==> config.mk <==
export PLATFORM = sky130hd
export DESIGN_NAME = if_fetch_unit
export DESIGN_NICKNAME = d
export VERILOG_FILES = /design/src/rtl/if_fetch_unit_pkg.sv /design/src/rtl/if_fetch_fifo.sv /design/src/rtl/if_fetch_unit.sv
export SDC_FILE = /design/constraint.sdc
export NUM_CORES = 1
export LEC_CHECK = 0
export ABC_AREA = 0
export CAP_MARGIN = 20
export CORE_UTILIZATION = 58
export CTS_BUF_LIST = sky130_fd_sc_hd__clkbuf_2 sky130_fd_sc_hd__clkbuf_4 sky130_fd_sc_hd__clkbuf_8
export DETAILED_ROUTE_END_ITERATION = 12
export HOLD_SLACK_MARGIN = 0.06
export PLACE_DENSITY = 0.83
export SLEW_MARGIN = 0
export SYNTH_ARGS = -nofsm -noshare
export SYNTH_HDL_FRONTEND = slang
export SYNTH_SLANG_ARGS = --single-unit
==> constraint.sdc <==
create_clock -name clk -period 6.36 [get_ports clk]
set_input_delay 0.954 -clock clk [delete_from_list [all_inputs] [get_ports clk]]
set_output_delay 0.954 -clock clk [all_outputs]
set_load 0.005 [all_outputs]
==> src/rtl/if_fetch_unit_pkg.sv <==
// Shared widths, constants and payload types for the instruction fetch stage.
// IF_MISALIGN_CHECK_EN adds the redirect alignment helper.
package if_fetch_unit_pkg;

    localparam int unsigned INSTR_W = 32;
    localparam int unsigned ADDR_W  = 32;
    localparam int unsigned CNT_W   = 8;

    localparam logic [ADDR_W-1:0]  RESET_VECTOR_DEFAULT = 32'h0000_0000;
    localparam logic [INSTR_W-1:0] NOP_INSTR_DEFAULT    = 32'h0000_0013;
    localparam logic [ADDR_W-1:0]  PC_INC               = 32'h0000_0004;

    typedef struct packed {
        logic [ADDR_W-1:0]  pc;
        logic [INSTR_W-1:0] instr;
    } fetch_entry_t;

`ifdef IF_MISALIGN_CHECK_EN
    function automatic logic [ADDR_W-1:0] align_word(input logic [ADDR_W-1:0] addr);
        return {addr[ADDR_W-1:2], 2'b00};
    endfunction
`endif

endpackage

==> src/rtl/if_fetch_fifo.sv <==
// Show-ahead FIFO with flush; head word is visible on data_o whenever not empty.
module if_fetch_fifo
    import if_fetch_unit_pkg::*;
#(
    parameter int unsigned W     = 64,
    parameter int unsigned DEPTH = 2
) (
    input  logic             clk,
    input  logic             rst,
    input  logic             flush_i,
    input  logic             push_i,
    input  logic             pop_i,
    input  logic [W-1:0]     data_i,
    output logic [W-1:0]     data_o,
    output logic [CNT_W-1:0] count_o,
    output logic             empty_o,
    output logic             full_o
);

    localparam int unsigned PTR_W = $clog2(DEPTH);

    logic [W-1:0]     mem_q [DEPTH];
    logic [PTR_W-1:0] rd_ptr_q, rd_ptr_d;
    logic [PTR_W-1:0] wr_ptr_q, wr_ptr_d;
    logic [CNT_W-1:0] count_q, count_d;
    logic             do_push, do_pop;

    always_comb begin
        do_pop   = pop_i & (count_q != '0);
        do_push  = push_i & (count_q != CNT_W'(DEPTH));
        rd_ptr_d = rd_ptr_q;
        wr_ptr_d = wr_ptr_q;
        count_d  = count_q;
        if (flush_i) begin
            rd_ptr_d = '0;
            wr_ptr_d = '0;
            count_d  = '0;
        end else begin
            if (do_push) wr_ptr_d = wr_ptr_q + PTR_W'(1);
            if (do_pop)  rd_ptr_d = rd_ptr_q + PTR_W'(1);
            count_d = count_q + CNT_W'(do_push) - CNT_W'(do_pop);
        end
    end

    always_ff @(posedge clk) begin
        if (!rst) begin
            rd_ptr_q <= '0;
            wr_ptr_q <= '0;
            count_q  <= '0;
        end else begin
            rd_ptr_q <= rd_ptr_d;
            wr_ptr_q <= wr_ptr_d;
            count_q  <= count_d;
        end
    end

    // Storage needs no reset; the count alone decides what is valid.
    always_ff @(posedge clk) begin
        if (do_push && !flush_i) mem_q[wr_ptr_q] <= data_i;
    end

    assign data_o  = mem_q[rd_ptr_q];
    assign count_o = count_q;
    assign empty_o = (count_q == '0);
    assign full_o  = (count_q == CNT_W'(DEPTH));

endmodule

==> src/rtl/if_fetch_unit.sv <==
// Instruction fetch stage: owns the fetch PC, issues imem requests, buffers words.
// IF_MISALIGN_CHECK_EN adds a sticky misalign_o flag and aligns redirect targets.
module if_fetch_unit
    import if_fetch_unit_pkg::*;
#(
    parameter logic [ADDR_W-1:0]  RESET_VECTOR = RESET_VECTOR_DEFAULT,
    parameter int unsigned        DEPTH        = 2,
    parameter logic [INSTR_W-1:0] NOP_INSTR    = NOP_INSTR_DEFAULT
) (
    input  logic               clk,
    input  logic               rst,
    input  logic               stall,
    input  logic               redirect,
    input  logic [ADDR_W-1:0]  redirect_pc,
    output logic               imem_req_valid,
    output logic [ADDR_W-1:0]  imem_req_addr,
    input  logic               imem_req_ready,
    input  logic               imem_rsp_valid,
    input  logic [INSTR_W-1:0] imem_rsp_data,
    output logic [INSTR_W-1:0] instruction_o,
    output logic [ADDR_W-1:0]  pc_o,
    output logic               valid_o
`ifdef IF_MISALIGN_CHECK_EN
    ,
    output logic               misalign_o
`endif
);

    logic [ADDR_W-1:0] fpc_q, fpc_d;
    logic [ADDR_W-1:0] last_pc_q, last_pc_d;
    logic [ADDR_W-1:0] target;
    logic [CNT_W-1:0]  inflight_q, inflight_d;
    logic [CNT_W-1:0]  discard_q, discard_d;
    logic [CNT_W-1:0]  live;
    logic [CNT_W-1:0]  fifo_count, pcq_count;
    logic              accept, rsp_keep;
    logic              fifo_push, fifo_pop;
    logic              fifo_empty, fifo_full;
    logic              pcq_empty, pcq_full;
    logic [ADDR_W-1:0] pcq_head;
    fetch_entry_t      fifo_in, fifo_head;

    always_comb begin
        live           = inflight_q - discard_q;
        imem_req_valid = rst & ~redirect & ((fifo_count + live) < CNT_W'(DEPTH));
        imem_req_addr  = fpc_q;
        accept         = imem_req_valid & imem_req_ready;
        rsp_keep       = imem_rsp_valid & ~redirect & (discard_q == '0) & ~pcq_empty;

        fifo_push      = rsp_keep;
        fifo_in        = '{pc: pcq_head, instr: imem_rsp_data};

        valid_o        = rst & ~fifo_empty;
        instruction_o  = valid_o ? fifo_head.instr : NOP_INSTR;
        pc_o           = valid_o ? fifo_head.pc : (rst ? last_pc_q : RESET_VECTOR);
        fifo_pop       = valid_o & ~stall & ~redirect;

`ifdef IF_MISALIGN_CHECK_EN
        target         = align_word(redirect_pc);
`else
        target         = redirect_pc;
`endif

        last_pc_d  = valid_o ? fifo_head.pc : last_pc_q;
        inflight_d = inflight_q + CNT_W'(accept) - CNT_W'(imem_rsp_valid);
        fpc_d      = fpc_q;
        discard_d  = discard_q;
        if (redirect) begin
            fpc_d     = target;
            // Every request still outstanding after this cycle belongs to the old path.
            discard_d = inflight_d;
        end else begin
            if (accept) fpc_d = fpc_q + PC_INC;
            if (imem_rsp_valid && (discard_q != '0)) discard_d = discard_q - CNT_W'(1);
        end
    end

    always_ff @(posedge clk) begin
        if (!rst) begin
            fpc_q      <= RESET_VECTOR;
            last_pc_q  <= RESET_VECTOR;
            inflight_q <= '0;
            discard_q  <= '0;
        end else begin
            fpc_q      <= fpc_d;
            last_pc_q  <= last_pc_d;
            inflight_q <= inflight_d;
            discard_q  <= discard_d;
        end
    end

`ifdef IF_MISALIGN_CHECK_EN
    logic misalign_q, misalign_d;

    always_comb begin
        misalign_d = misalign_q | (redirect & (redirect_pc[1:0] != 2'b00));
        misalign_o = misalign_q;
    end

    always_ff @(posedge clk) begin
        if (!rst) misalign_q <= 1'b0;
        else      misalign_q <= misalign_d;
    end
`endif

    if_fetch_fifo #(
        .W     ($bits(fetch_entry_t)),
        .DEPTH (DEPTH)
    ) u_word_fifo (
        .clk     (clk),
        .rst     (rst),
        .flush_i (redirect),
        .push_i  (fifo_push),
        .pop_i   (fifo_pop),
        .data_i  (fifo_in),
        .data_o  (fifo_head),
        .count_o (fifo_count),
        .empty_o (fifo_empty),
        .full_o  (fifo_full)
    );

    // Addresses of live (non-discarded) requests, oldest first.
    if_fetch_fifo #(
        .W     (ADDR_W),
        .DEPTH (DEPTH)
    ) u_pc_queue (
        .clk     (clk),
        .rst     (rst),
        .flush_i (redirect),
        .push_i  (accept),
        .pop_i   (rsp_keep),
        .data_i  (fpc_q),
        .data_o  (pcq_head),
        .count_o (pcq_count),
        .empty_o (pcq_empty),
        .full_o  (pcq_full)
    );

    push_while_full_a: assert property (@(posedge clk) disable iff (!rst)
        !(fifo_push && fifo_full));
    pcq_overflow_a: assert property (@(posedge clk) disable iff (!rst)
        !(accept && pcq_full));
    live_count_a: assert property (@(posedge clk) disable iff (!rst)
        (pcq_count == live));

endmodule

==> results by stage, run 1 <==
Cells and area:
- The synthesis-to-layout area growth is 22.5%.
- The area of all placed cells without fillers is between 0.015 and 0.02 mm².
- 0 antenna diodes ended up in the layout.
- Of the cells placed in the final design, the portion with a size suffix greater than 1 is 0.114.
- The final layout net count is 1391.
- Once layout is complete, the cells apart from fillers number ~1600.

Logic synthesis:
- The number of different library cells used by synthesis comes to 65.
- The number of flops mapped to enable cells by yosys is 192.
- The post-synthesis area per instance is between 10 and 15 µm².
- Synthesis produced a netlist whose cell count is between 1000 and 1500.
- Of all flip-flops after synthesis, the portion carrying an async set or reset was 0.
- The count of yosys warnings during synthesis is 0.
- After synthesis the cells add up to 0.0133 mm².
- The register bit total from synthesis is between 200 and 300.
- The sequential fraction of the synthesis area is 0.587.
- The most common flop cell mapped by yosys is edfxtp_1.
- The synthesized netlist net count is approximately 1200.

Drt:
- The number of routed nets with antenna violations is 0.
- Summing over every cut layer, the via total after detailed routing is ~9500.
- The final routed wirelength across all metal layers is just under 30000 µm.
- The wire length per cell is between 15 and 20 µm.
- The number of design-rule violations left by the first detailed-router iteration is 837.
- Dividing the detail-routed via count by the number of cells gives 5.92.
- The residual DRC count is 0.
- Before antenna repair, the detailed router went through 6 iterations.

Placement:
- The routability-driven placement congestion ratio is between 0.9 and 1.
- The total placed instance area is ~0.015 mm².
- After legalization and detailed placement, the total HPWL measured just under 20000 µm.
- The count of input and output buffers is 167.
- Before CTS, the worst setup slack after placement is around 950 ps.
- Including well taps, the total number of placed cells is roughly 1500.

GRT:
- The total overflow reported by the global router is 0.
- The number of antenna violations at the first check in global routing was 0.
- The global-route wire length before repair is approximately 48000 µm.
- For this run, the total global-route usage over all layers was measured as 0.256.
- The via count of the first global-routing pass is 9280.
- Entering global routing, the biggest net connects 97 pins.

Timing:
- The worst pin sits at a relative slew slack of 0.382.
- The fmax is 193 MHz.
- Final hold analysis gives a worst-case slack of 527 ps.
- In the final timing run, aggregate negative setup slack is 0 ps.
- The transition at the pin with the smallest max-transition slack is about 900 ps.
- The final max-slew violation count was 0.
- Setup repair after global routing left no endpoint under its margin.
- The number of hold-slack violations in the final timing report is 0.
- The worst setup slack after layout is between 1000 and 1500 ps.
- Subtracting the final worst setup slack from the clock period gives roughly 5200 ps.
- Between clock sinks in the finished design, the worst skew comes to ~21 ps.
- Setup violations remaining at the end of the flow were counted as 0.
- The final period utilization is 0.815.

Die:
- From bottom edge to top edge, the die measures roughly 150 µm.
- The floorplan has 55 rows.
- The number of top-level design ports is roughly 170.
- The area enclosed by the die boundary is ~0.024 mm².
- The effective utilization at floorplan is 0.590.
- The floorplan core area is 0.0226 mm².
- The floorplan die width is about 150 µm.

Worst setup path:
- The minimum setup slack among reg-to-reg paths is about 1300 ps.
- The required time reported for the critical path endpoint is between 5000 and 6000 ps.
- The type of element capturing the critical path is an output port.
- The origin of the worst setup path is u_word_fifo.count_o[1].
- At the worst endpoint, the arrival time is ~4200 ps.
- The startpoint identified for the worst register-to-register timing path is u_word_fifo.count_o[1].
- The critical-path maximum fanout is 17.
- The worst setup path is launched from a register.
- The critical path is of the register to output port type.
- The end of the worst register-to-register path is discard_q[7].
- The number of cells on the worst reg-to-reg path is 17.

Clock network:
- The number of setup buffers added after CTS is 0.
- The total CTS buffers is 46.
- Hold repair after CTS inserted 0 buffers.
- The total number of clock tree sinks is approximately 300.
- The source-to-sink clock delay at the later pin of the worst-skew pair is ~570 ps.
- Post-CTS repair changed the size of 0 cells.
- The maximum buffer depth of the clock tree is 3.
- The library cell used as clock root buffer is clkbuf_8.
- Clock-pin slew was measured on the worst setup and hold paths at around 60 ps.
- TritonCTS built the clock tree.
- The H-tree was split into 2 levels.

Outcome:
- The run finished with clean final reports.

Hold path:
- The number of cells traversed by the worst hold path is 2.
- The class of the most critical hold timing path is register to register.
- The hold path endpoint is u_pc_queue.wr_ptr_q.
- The worst hold path begins at u_pc_queue.wr_ptr_q.

Power and ir drop:
- IR analysis of the VDD net gives a maximum drop of roughly 0.53 mV.
- The ratio of total power to cell area is approximately 420 mW/mm².
- The leakage power is around 5.5 nW.

Job:
- Max-cap violations in this run came to 0.
[worst max-delay path, cell delays in order, from the launching register on]
cell             delay (ps)
dfxtp_1                 400
inv_1                   140
fa_1                    550
inv_1                    60
ha_1                    210
a21oi_1                 230
a211oi_1                140
o21ai_1                 560
nand2_1                 540
nor3_1                  300
clkdlybuf4s50_1         540
[per-layer routing]
layer	up-vias	track usage	part of all wire
met1	4459	0.350	0.43
met4	0	0.0829	0.018
li1	4491	-	-
met2	445	0.410	0.46
met5	-	0	0
met3	55	0.0539	0.087
[power by group]
| part | leakage [nW] | internal (mW) | switching (mW) | total, mW |
|---|---|---|---|---|
| Combinational | 2.39 | 1.15 | 1.71 | 2.86 |
| Clock | 0.544 | 1.01 | 0.742 | 1.75 |
| Sequential | 2.58 | 2.17 | 0.110 | 2.28 |
[kinds of logic after synthesis]
kind of cell	count (synthesis)	synth area share
AO/OA/AOI/OAI	199	0.108
adder cells (fa/ha/maj)	49	0.0517
AND/OR/NAND/NOR	310	0.119
buffers and inverters	123	0.0360
multiplexers	101	0.0792
XOR/XNOR	29	0.0191
flip-flops	294	0.587
[layout make-up]
type                            count  area, µm²
Sequential cell                   294       7810
Fill cell                        1522       6260
Multi-Input combinational cell    688       5050
Timing Repair Buffer              185       1830
Clock buffer                       59        768
Tap cell                          285        357
Clock inverter                     27        272
Inverter                           57        214
[how the worst max path moves through the flow]
stage | endpoint | cells past startpoint | slack, ps
global placement | discard_q[7] | 18 | 1120
detailed placement | discard_q[7] | 18 | 950
global route | imem_req_valid | 10 | 850
CTS | discard_q[7] | 18 | 890
floorplan | u_word_fifo.mem_q[0][0] | 6 | 980
finish | imem_req_valid | 10 | 1180
[flip-flops by register name, summed over array words and instances, names as in the netlist, named ones only]
register / count
discard_q: 8
u_word_fifo.wr_ptr_q: 1
inflight_q: 8
u_pc_queue.count_o: 8
u_word_fifo.mem_q: 128
u_pc_queue.rd_ptr_q: 1
last_pc_q: 32
u_pc_queue.mem_q: 64
u_word_fifo.rd_ptr_q: 1
u_pc_queue.wr_ptr_q: 1
u_word_fifo.count_o: 8
imem_req_addr: 32
[cells in the final DEF, fill, tap and decap left out, types with 27 or more instances in the layout]
| cell type | n |
|---|---|
| edfxtp_1 | 192 |
| clkdlybuf4s50_1 | 166 |
| nor2_1 | 111 |
| dfxtp_1 | 101 |
| a211oi_1 | 82 |
| mux2i_1 | 67 |
| inv_1 | 55 |
| clkbuf_8 | 52 |
| ha_1 | 39 |
| mux2_2 | 34 |
| nand2_1 | 30 |
| a21oi_1 | 29 |
| nand3_1 | 27 |
[cells in the mapped netlist, drive strengths merged (3+ instances only)]
library cell | n | area [µm²]
edfxtp | 192 | 5770
nor2 | 111 | 417
dfxtp | 102 | 2040
a211oi | 82 | 616
mux2i | 67 | 671
inv | 56 | 210
clkbuf | 49 | 184
ha | 39 | 488
mux2 | 34 | 383
nand2 | 31 | 116
a21oi | 29 | 145
nand3 | 27 | 135
nor4 | 24 | 150
o21ai | 23 | 115
xnor2 | 22 | 193
nand4 | 18 | 113
buf | 17 | 81.3
nor2b | 15 | 93.8
nor3 | 13 | 65.1
and2 | 11 | 68.8
and3 | 11 | 68.8
fa | 10 | 200
or3 | 10 | 62.6
nand2b | 8 | 50.1
o211ai | 8 | 60.1
o41a | 7 | 78.8
xor2 | 7 | 61.3
a21o | 6 | 45.0
or4 | 6 | 45.0
and4 | 5 | 43.8
o31ai | 5 | 37.5
or2 | 5 | 31.3
nor3b | 4 | 30.0
o21bai | 4 | 30.0
a21boi | 3 | 22.5
a311oi | 3 | 26.3
a31o | 3 | 26.3
a32oi | 3 | 26.3
nand4b | 3 | 26.3
nor4b | 3 | 26.3
o2111a | 3 | 33.8
[stage by stage]
stage / total power [mW] / utilization
2_1_floorplan: 4.12 / -
3_3_place_gp: 4.98 / 0.674
3_5_place_dp: 5.07 / 0.674
4_1_cts: 6.83 / 0.720
5_1_grt: 7.32 / 0.722
6_report: 6.89 / 0.722
Note: power is estimated with default switching activity, not from simulation.
==> run 2: changes to the inputs <==
CORE_UTILIZATION = 52   (was 58)
PLACE_DENSITY = 0.79   (was 0.83)
clock period = 4.3 ns   (was 6.36 ns; I/O delays follow)
==> run 2 against run 1 <==
Against the previous run: flip-flop and latch count unchanged; global-route usage decreased by 2.7 points; core utilization decreased by 4.9 points; hold slack got worse by 5.4 ps; register-to-register slack got worse by 1300 ps; design area increased by 3.7%; combinational power increased by 72%; clock skew increased by 3.0 ps; setup slack got worse by 1200 ps; first-iteration DRC count increased by 3.9%; largest power group unchanged.
==> results by stage, run 2 (synthesized netlist as in run 1, its figures left out) <==
Outcome:
- The flow ran to the end, and the final reports show no timing, DRC or antenna violations.

Cells and area:
- The filler cell count in the final layout is 1793 (+18%).
- The area of all placed cells without fillers is 0.0169 mm² (+3.7%).
- u_word_fifo.mem_q holds more flip-flops than any other register.
- The largest registers in the layout are u_word_fifo.mem_q: 128 flops, u_pc_queue.mem_q: 64 flops.
- The fraction of layout cells with a size suffix above 1 is 0.164 (+0.0500).
- The final antenna diode count is 0 (unchanged).
- The number of flip-flops under the largest register name came to 128 (unchanged).
- Relative to the synthesized area, the layout overhead comes to 27.1%.
- The final layout net count was 1424 (+2.4%).
- In the layout the commonest cells are edfxtp_1 (192), clkdlybuf4s50_1 (165), nor2_1 (111), dfxtp_1 (96), a211oi_1 (82).
- The library cell used most frequently in the layout, excluding fill and tap cells, is edfxtp_1.

GRT:
- The total overflow reported by the global router is 0 (unchanged).
- The largest net degree at the start of global routing was 97 (unchanged).
- The number of antenna violations at the first check in global routing was 1 (+1).
- The total track usage is 0.230 (-0.0267).
- The global-route wire length before repair was 47700 µm (-0.36%).
- The via count of the first global-routing pass came to 9266 (-0.15%).

Timing:
- The transition at the pin with the smallest max-transition slack was 954 ps (+26.2 ps).
- The fmax is about 230 MHz.
- The final clock skew is 24.4 ps (+3.03 ps).
- Setup repair after global routing could not meet its margin everywhere.
- The post-layout minimum cycle time is 4280 ps.
- The relative slew slack is 0.364 (-0.0174).
- The final max-slew violation count was 0 (unchanged).
- The number of hold-slack violations in the final timing report is 0 (unchanged).
- The final period utilization is 0.995.
- The setup violation total in the final timing report is 0 (unchanged).

Die:
- The area enclosed by the die boundary is 0.0262 mm² (+11%).
- The floorplan core area is 0.0251 mm² (+11%).
- The number of rows in the core area is 58 (+5.5%).
- The number of top-level design ports came to 168 (unchanged).
- The floorplan die width was 162 µm (+5.5%).
- The height of the die is 162 µm (+5.5%).
- The effective utilization at floorplan is 0.530 (-0.0596).

Drt:
- The mean number of vias per cell is 5.74 (-3.1%).
- The wire length per cell came to 18.2 µm (-2.7%).
- The count of TritonRoute iterations in the first routing pass is 5 (-1).
- The overall via count from detail_route is 9607 (+1.7%).
- The residual DRC count is 0 (unchanged).
- The number of routed nets with antenna violations is 0 (unchanged).
- The final routed wirelength across all metal layers was 30500 µm (+2.1%).
- The number of design-rule violations left by the first detailed-router iteration is 870 (+3.9%).

Worst setup path:
- Traced cell by cell, the critical path runs through inv_2 > fa_2 > fa_2 > xor2_2 > nand4b_1 > mux2_4 > nor4b_4 > nand4_1 > ha_2 > inv_2 > ha_4 > inv_2 > fa_2 > nor2b_1 > o21ai_1 > a21boi_1 > o21ai_1 > nor3b_2 > o32ai_1.
- On the critical path the largest part of the delay comes from adder cells.
- The largest incremental delay on the critical path is 500 ps (-60 ps).
- Among all stages on the critical path, the largest delay is contributed by fa_2.
- The kind of start point of the critical path is a register.
- The number of buffer and inverter stages on the critical path was 3 (unchanged).
- The type of element capturing the critical path is a register.
- The critical path in this run is classified as register to register.
- The total number of cells along the worst setup path is 19 (+9).
- The number of cells on the worst reg-to-reg path is 19 (+2).
- The arrival time at the worst endpoint came to 4750 ps (+520 ps).
- The required time reported for the critical path endpoint is 4780 ps (-630 ps).
- The critical-path maximum fanout is 2 (-15).

Power and ir drop:
- The portion of total power attributed to sequential cells is 0.304 (-0.028).
- The total power consumption of the routed design is 11.1 mW (+61%).
- The peak ir drop on the vdd network is 0.718 mV (+35%).
- The ratio of total power to cell area is 656 mW/mm² (+55%).
- The share of total power consumed by net switching is 0.370 (-0.00194).
- The switching power of the nets was 4.10 mW (+60%).
- The clock group share of total power is 0.253 (about the same).
- The leakage power was 5.74 nW (+4.1%).
- The internal portion of total power is 6.99 mW (+61%).
- The combinational share of power is 0.443 (+0.029).

Placement:
- The total placed instance area was 0.0156 mm² (+2.3%).
- The count of input and output buffers is 167 (unchanged).
- The routability-driven placement congestion ratio is 0.869 (-4.3%).
- The sum of net half-perimeters after detailed placement came to 20100 µm (+2.8%).

Clock network:
- The source-to-sink clock delay at the later pin of the worst-skew pair is 570 ps (about the same).
- The CTS clock-pin slew for the worst setup and hold paths came to 60 ps (about the same).
- The total number of clock tree sinks is 294 (unchanged).
- The number of buffers inserted by hold repair at cts is 0 (unchanged).
- The number of H-tree branching levels is 2 (unchanged).
- The total CTS buffers is 47 (+2.2%).
- The maximum buffer depth of the clock tree is 3 (unchanged).
- The cell sitting at the root of the clock tree is a clkbuf_8.
- TritonCTS built the clock tree.

Job:
- The count of max-cap constraint violations is 0 (unchanged).

Hold path:
- The number of cells traversed by the worst hold path came to 2 (unchanged).
- The class of the most critical hold timing path is register to register.
## run 2: changes by cell type in the layout (fill, tap and decap cells not counted), sizes merged
cell           previous run  this run
buf                      19        52
bufinv                    5         8
clkbuf                   59        58
clkdlybuf4s50           166       165
clkinv                   20        18
clkinvlp                  1         4
inv                      58        57
## run 2: per-layer routing
layer,up-vias,GRT usage,wire length [µm]
li1,4551,-,-
met1,4550,0.310,13100
met2,452,0.373,14100
met3,52,0.0513,2770
met4,2,0.0622,446
met5,-,0,13
## run 2: metrics by stage
stage / hold slack, ps / std cells / setup TNS (ps) / util / setup WS (ps)
3_3_place_gp: 494 / 1582 / -269 / 0.620 / -86.3
4_1_cts: 528 / 1671 / 0 / 0.668 / 18.8
5_1_grt: 549 / 1674 / -233 / 0.674 / -137
3_5_place_dp: 510 / 1582 / -900 / 0.620 / -240
6_report: 521 / 1674 / 0 / 0.674 / 22.4
2_1_floorplan: 465 / 1105 / -37.6 / - / -22.1
## run 2: path summary, 6_finish.rpt
check,startpoint,end,slack (ps)
setup / recovery,inflight_q[1],discard_q[6],20
hold / removal,u_pc_queue.rd_ptr_q,u_pc_queue.rd_ptr_q,520
setup reg to reg,inflight_q[1],discard_q[6],20
hold reg to reg,u_pc_queue.rd_ptr_q,u_pc_queue.rd_ptr_q,520
## run 2: layout make-up
type	instances	area (µm²)	area share
tap	330	413	0.0244
clock inverter	30	368	0.0218
multi-input combinational	688	5250	0.311
sequential	294	7820	0.462
clock buffer	58	767	0.0454
timing repair buffer	217	2080	0.123
inverter	57	214	0.0127
## run 2: worst min-delay path, delay by kind of cell, from the launching register on
family	cells	cell delay, ps
XOR/XNOR	1	90
flip-flops	1	320
AND/OR/NAND/NOR	1	80
## run 2: power groups by stage
stage	Sequential, mW	Clock [mW]	Combinational, mW
after detailed placement	3.43	0	4.37
after CTS	3.37	2.85	4.54
after global routing	3.40	2.98	5.34
final	3.37	2.81	4.91
after floorplan	3.38	0	2.72
after global placement	3.42	0	4.27
## run 2: repair_timing
action / in CTS / in global routing
setup endpoints to repair: 7 / 10
buffers inserted: 1 / 3
resized for setup: 21 / 34
pin swaps: 5 / 27
==> run 3: changes to the inputs <==
ABC_AREA = 1   (was 0)
MAX_ROUTING_LAYER = met4   (was unset)
PLACE_DENSITY = 0.78   (was 0.79)
==> run 3 against run 2 <==
Against the previous run: register-to-register slack improved by 280 ps; clock power decreased by 9.3%; non-clock buffer count decreased by 34; largest power group is now sequential cells; power decreased by 18%; largest cell class unchanged; critical path type unchanged.
==> results by stage, run 3 <==
Outcome:
- The run finished with clean final reports.

Clock network:
- TritonCTS built the clock tree.
- The number of H-tree branching levels is 2 (unchanged).
- The total number of clock tree sinks is 294 (unchanged).
- The number of buffers inserted by hold repair at cts is 0 (unchanged).
- The maximum buffer depth of the clock tree is 3 (unchanged).
- The total CTS buffers is 46 (-2.1%).
- The library cell used as clock root buffer is clkbuf_8.
- The CTS clock-pin slew for the worst setup and hold paths is 70 ps (about the same).
- The number of setup buffers added after CTS came to 0 (-1).
- The source-to-sink clock delay at the later pin of the worst-skew pair is 560 ps (about the same).

Timing:
- The setup violation total in the final timing report is 0 (unchanged).
- The smallest hold slack is 501 ps (-20.0 ps).
- The sum of negative setup slack was 0 ps (unchanged).
- The number of hold-slack violations in the final timing report is 0 (unchanged).
- The final clock skew is 18.9 ps (-5.51 ps).
- The final max-slew violation count is 0 (unchanged).
- Setup repair after global routing left no endpoint under its margin.
- The transition at the pin with the smallest max-transition slack is 880 ps (-74.0 ps).
- The relative slew slack is 0.414 (+0.0493).
- The post-layout minimum cycle time is 4000 ps (-281 ps).
- The final period utilization is 0.929 (-0.0655).
- The fmax is 250 MHz (+7.0%).

Die:
- The floorplan core area is 0.0253 mm² (+0.87%).
- The effective utilization at floorplan is 0.534 (+0.00389).
- The height of the die is 163 µm (+0.79%).
- The number of rows in the core area was 58 (unchanged).
- The area enclosed by the die boundary came to 0.0267 mm² (+1.6%).
- The floorplan die width came to 163 µm (+0.79%).
- The number of top-level design ports is 168 (unchanged).

Logic synthesis:
- The sequential fraction of the synthesis area is 0.577 (-0.00928).
- The cell count after synthesis came to 1388 (+26%).
- The synthesized netlist net count was 1507 (+23%).
- The leading cell type by number of instances after synthesis is nand2_1.
- The post-synthesis area per instance is 9.74 µm² (-19%).
- The area share of the largest cell type after synthesis came to 0.426 (-0.00685).
- Among all flip-flop cells after synthesis, the most frequent one is edfxtp_1.
- The biggest area consumer among synthesized cells is edfxtp_1.
- The count of yosys warnings during synthesis is 0 (unchanged).
- The synthesized area is 0.0135 mm² (+1.6%).
- After synthesis, the cell types taking the most area are edfxtp_1 (43%), dfxtp_1 (15%), nand2_1 (10%), a311oi_1 (3.6%), ha_1 (3.6%).
- The number of flops mapped to enable cells by yosys is 192 (unchanged).
- The share of async-settable or async-resettable flops after synthesis came to 0 (unchanged).
- By count the netlist is led by nand2_1 (362), edfxtp_1 (192), nor2_1 (123), inv_1 (120), dfxtp_1 (102).
- The register bit total from synthesis came to 294 (unchanged).
- The number of different library cells in the post-synthesis netlist is 41 (-37%).

GRT:
- The total track usage is 0.240 (+0.0109).
- The via count of the first global-routing pass came to 9805 (+5.8%).
- The number of antenna violations at the first check in global routing is 0 (-1).
- The largest net degree at the start of global routing is 85 (-12%).
- The global-route wire length before repair is 49100 µm (+2.9%).
- The total overflow reported by the global router is 0 (unchanged).

Drt:
- The wire length per cell came to 16.2 µm (-11%).
- The count of TritonRoute iterations in the first routing pass was 5 (unchanged).
- The final routed wirelength across all metal layers is 31200 µm (+2.5%).
- The mean number of vias per cell came to 5.43 (-5.4%).
- The residual DRC count is 0 (unchanged).
- The number of routed nets with antenna violations is 0 (unchanged).
- The overall via count from detail_route is 10459 (+8.9%).
- The number of design-rule violations left by the first detailed-router iteration is 745 (-14%).

Cells and area:
- The fraction of layout cells with a size suffix above 1 is 0.0977 (-0.0659).
- The area of all placed cells without fillers is 0.0165 mm² (-2.1%).
- The final layout net count is 1677 (+18%).
- The area of the multi-input gates was 0.00502 mm² (-4.3%).
- The count of non-filler cells in the finished layout is 1926 (+15%).
- The largest registers in the layout are u_word_fifo.mem_q: 128 flops, u_pc_queue.mem_q: 64 flops.
- The fraction of the core area covered by cells at the end of the flow is 0.653 (-0.0201).
- The filler cell count in the final layout is 1977 (+10%).
- The register area is 0.00781 mm² (about the same).
- The most frequent standard cell in the layout excluding fill and tap cells is nand2_1.
- The final antenna diode count is 0 (unchanged).
- The register name with the most flops is u_word_fifo.mem_q.
- The number of flip-flops under the largest register name is 128 (unchanged).
- In the layout the commonest cells are nand2_1 (362), edfxtp_1 (192), clkdlybuf4s50_1 (166), nor2_1 (121), inv_1 (120).
- Relative to the synthesized area, the layout overhead comes to 22.4%.

Power and ir drop:
- The peak ir drop on the vdd network was 0.523 mV (-27%).
- The ratio of total power to cell area is 549 mW/mm² (-16%).
- The leakage power is 6.21 nW (+8.1%).

Worst setup path:
- The slowest stage of the critical path is the fa_1 cell.
- Traced cell by cell, the critical path runs through inv_1 > fa_1 > inv_1 > ha_1 > nand2_1 > inv_1 > nand2_1 > nand2_1 > nand2_1 > nand2_1 > nand3_1 > nor2_2 > nand4_2 > ha_1 > inv_1 > ha_1 > inv_1 > fa_1 > o21ai_2 > a21o_1 > a21oi_1 > xnor2_1 > nand3_1 > nand2_1.
- Counting stages on the worst path, the most repeated cell is nand2_1.
- The most critical setup path has its startpoint at u_word_fifo.count_o[1].
- The required time reported for the critical path endpoint came to 4810 ps (+30 ps).
- The family with the most delay on the worst path is adder cells.
- The number of buffer and inverter stages on the critical path was 5 (+2).
- The critical-path maximum fanout is 4 (+2).
- The kind of start point of the critical path is a register.
- The type of element capturing the critical path is a register.
- The startpoint of the lowest-slack register-to-register path is u_word_fifo.count_o[1].
- The critical setup path kind is register to register.
- The largest incremental delay on the critical path is 550 ps (+50 ps).
- The arrival time at the worst endpoint came to 4510 ps (-240 ps).

Placement:
- The sum of net half-perimeters after detailed placement is 20500 µm (+1.7%).
- The routability-driven placement congestion ratio is 0.959 (+10%).
- The count of input and output buffers came to 167 (unchanged).
- The number of placed instances, taps included is 1840 (+16%).
- The total placed instance area is 0.0155 mm² (-0.25%).

Job:
- The count of max-cap constraint violations is 0 (unchanged).

Hold path:
- The source of the worst hold timing path is last_pc_q[17].
- The class of the most critical hold timing path is register to register.
-- run 3: cell types whose count changed in the layout (fill, tap and decap cells not counted), sizes merged, moves of 18 or more --
cell / previous run / this run
nand2: 31 / 363
buf: 52 / 17
a21oi: 29 / 92
inv: 57 / 125
a311oi: 3 / 56
a211oi: 82 / 0
mux2i: 67 / 0
nand3: 27 / 71
o21ai: 23 / 42
nor4: 24 / 3
nor2: 111 / 129
-- run 3: worst register-to-register path: stages (launching register included) --
cell	delay [ps]
dfxtp_2	380
inv_1	110
fa_1	550
inv_1	60
ha_1	280
nand2_1	50
inv_1	70
nand2_1	70
nand2_1	100
nand2_1	60
nand2_1	60
nand3_1	70
nor2_2	140
nand4_2	140
ha_1	320
inv_1	60
ha_1	170
inv_1	60
fa_1	420
o21ai_2	210
a21o_1	130
a21oi_1	70
xnor2_1	190
nand3_1	100
nand2_1	90
-- run 3: where the power goes --
part / switching (mW) / internal [mW]
logic: 1.80 / 1.41
clock network: 1.09 / 1.46
registers: 0.121 / 3.20
-- run 3: metal layers --
metal / track usage / up-vias / part of all wire
met2: 0.378 / 402 / 0.46
met4: 0.0807 / 0 / 0.022
li1: - / 5115 / -
met5: - / - / 0
met1: 0.313 / 4877 / 0.44
met3: 0.0444 / 65 / 0.080
-- run 3: final timing paths --
check	endpoint	cells past startpoint	slack, ps
worst max-delay path	discard_q[6]	24	300
worst min-delay path	last_pc_q[17]	2	500
worst max register to register	discard_q[6]	24	300
worst min register to register	last_pc_q[17]	2	500
-- run 3: repair_timing --
item | in CTS | in global routing
setup endpoints to repair | 0 | 3
endpoints found under the hold margin | 0 | 0
resized for setup | 0 | 5
-- run 3: metrics by stage --
stage                     power (mW)  setup slack, ps
after floorplan                 5.36              303
after global placement          6.45              269
after detailed placement        6.56              108
after CTS                       9.13             47.1
after global routing            9.71             6.93
final                           9.09              304
-- run 3: kinds of logic after synthesis --
family	count (synthesis)	share of synthesized area
XOR/XNOR	16	0.0104
adder cells (fa/ha/maj)	49	0.0509
multiplexers	32	0.0266
buffers and inverters	185	0.0537
AND/OR/NAND/NOR	597	0.182
AO/OA/AOI/OAI	215	0.0996
flip-flops	294	0.577
-- run 3: layout make-up --
| class | count | share of cell area |
|---|---|---|
| sequential | 294 | 0.472 |
| clock buffer | 68 | 0.0516 |
| clock inverter | 18 | 0.0102 |
| inverter | 124 | 0.0281 |
| tap | 330 | 0.0249 |
| timing repair buffer | 183 | 0.109 |
| multi-input combinational | 909 | 0.304 |
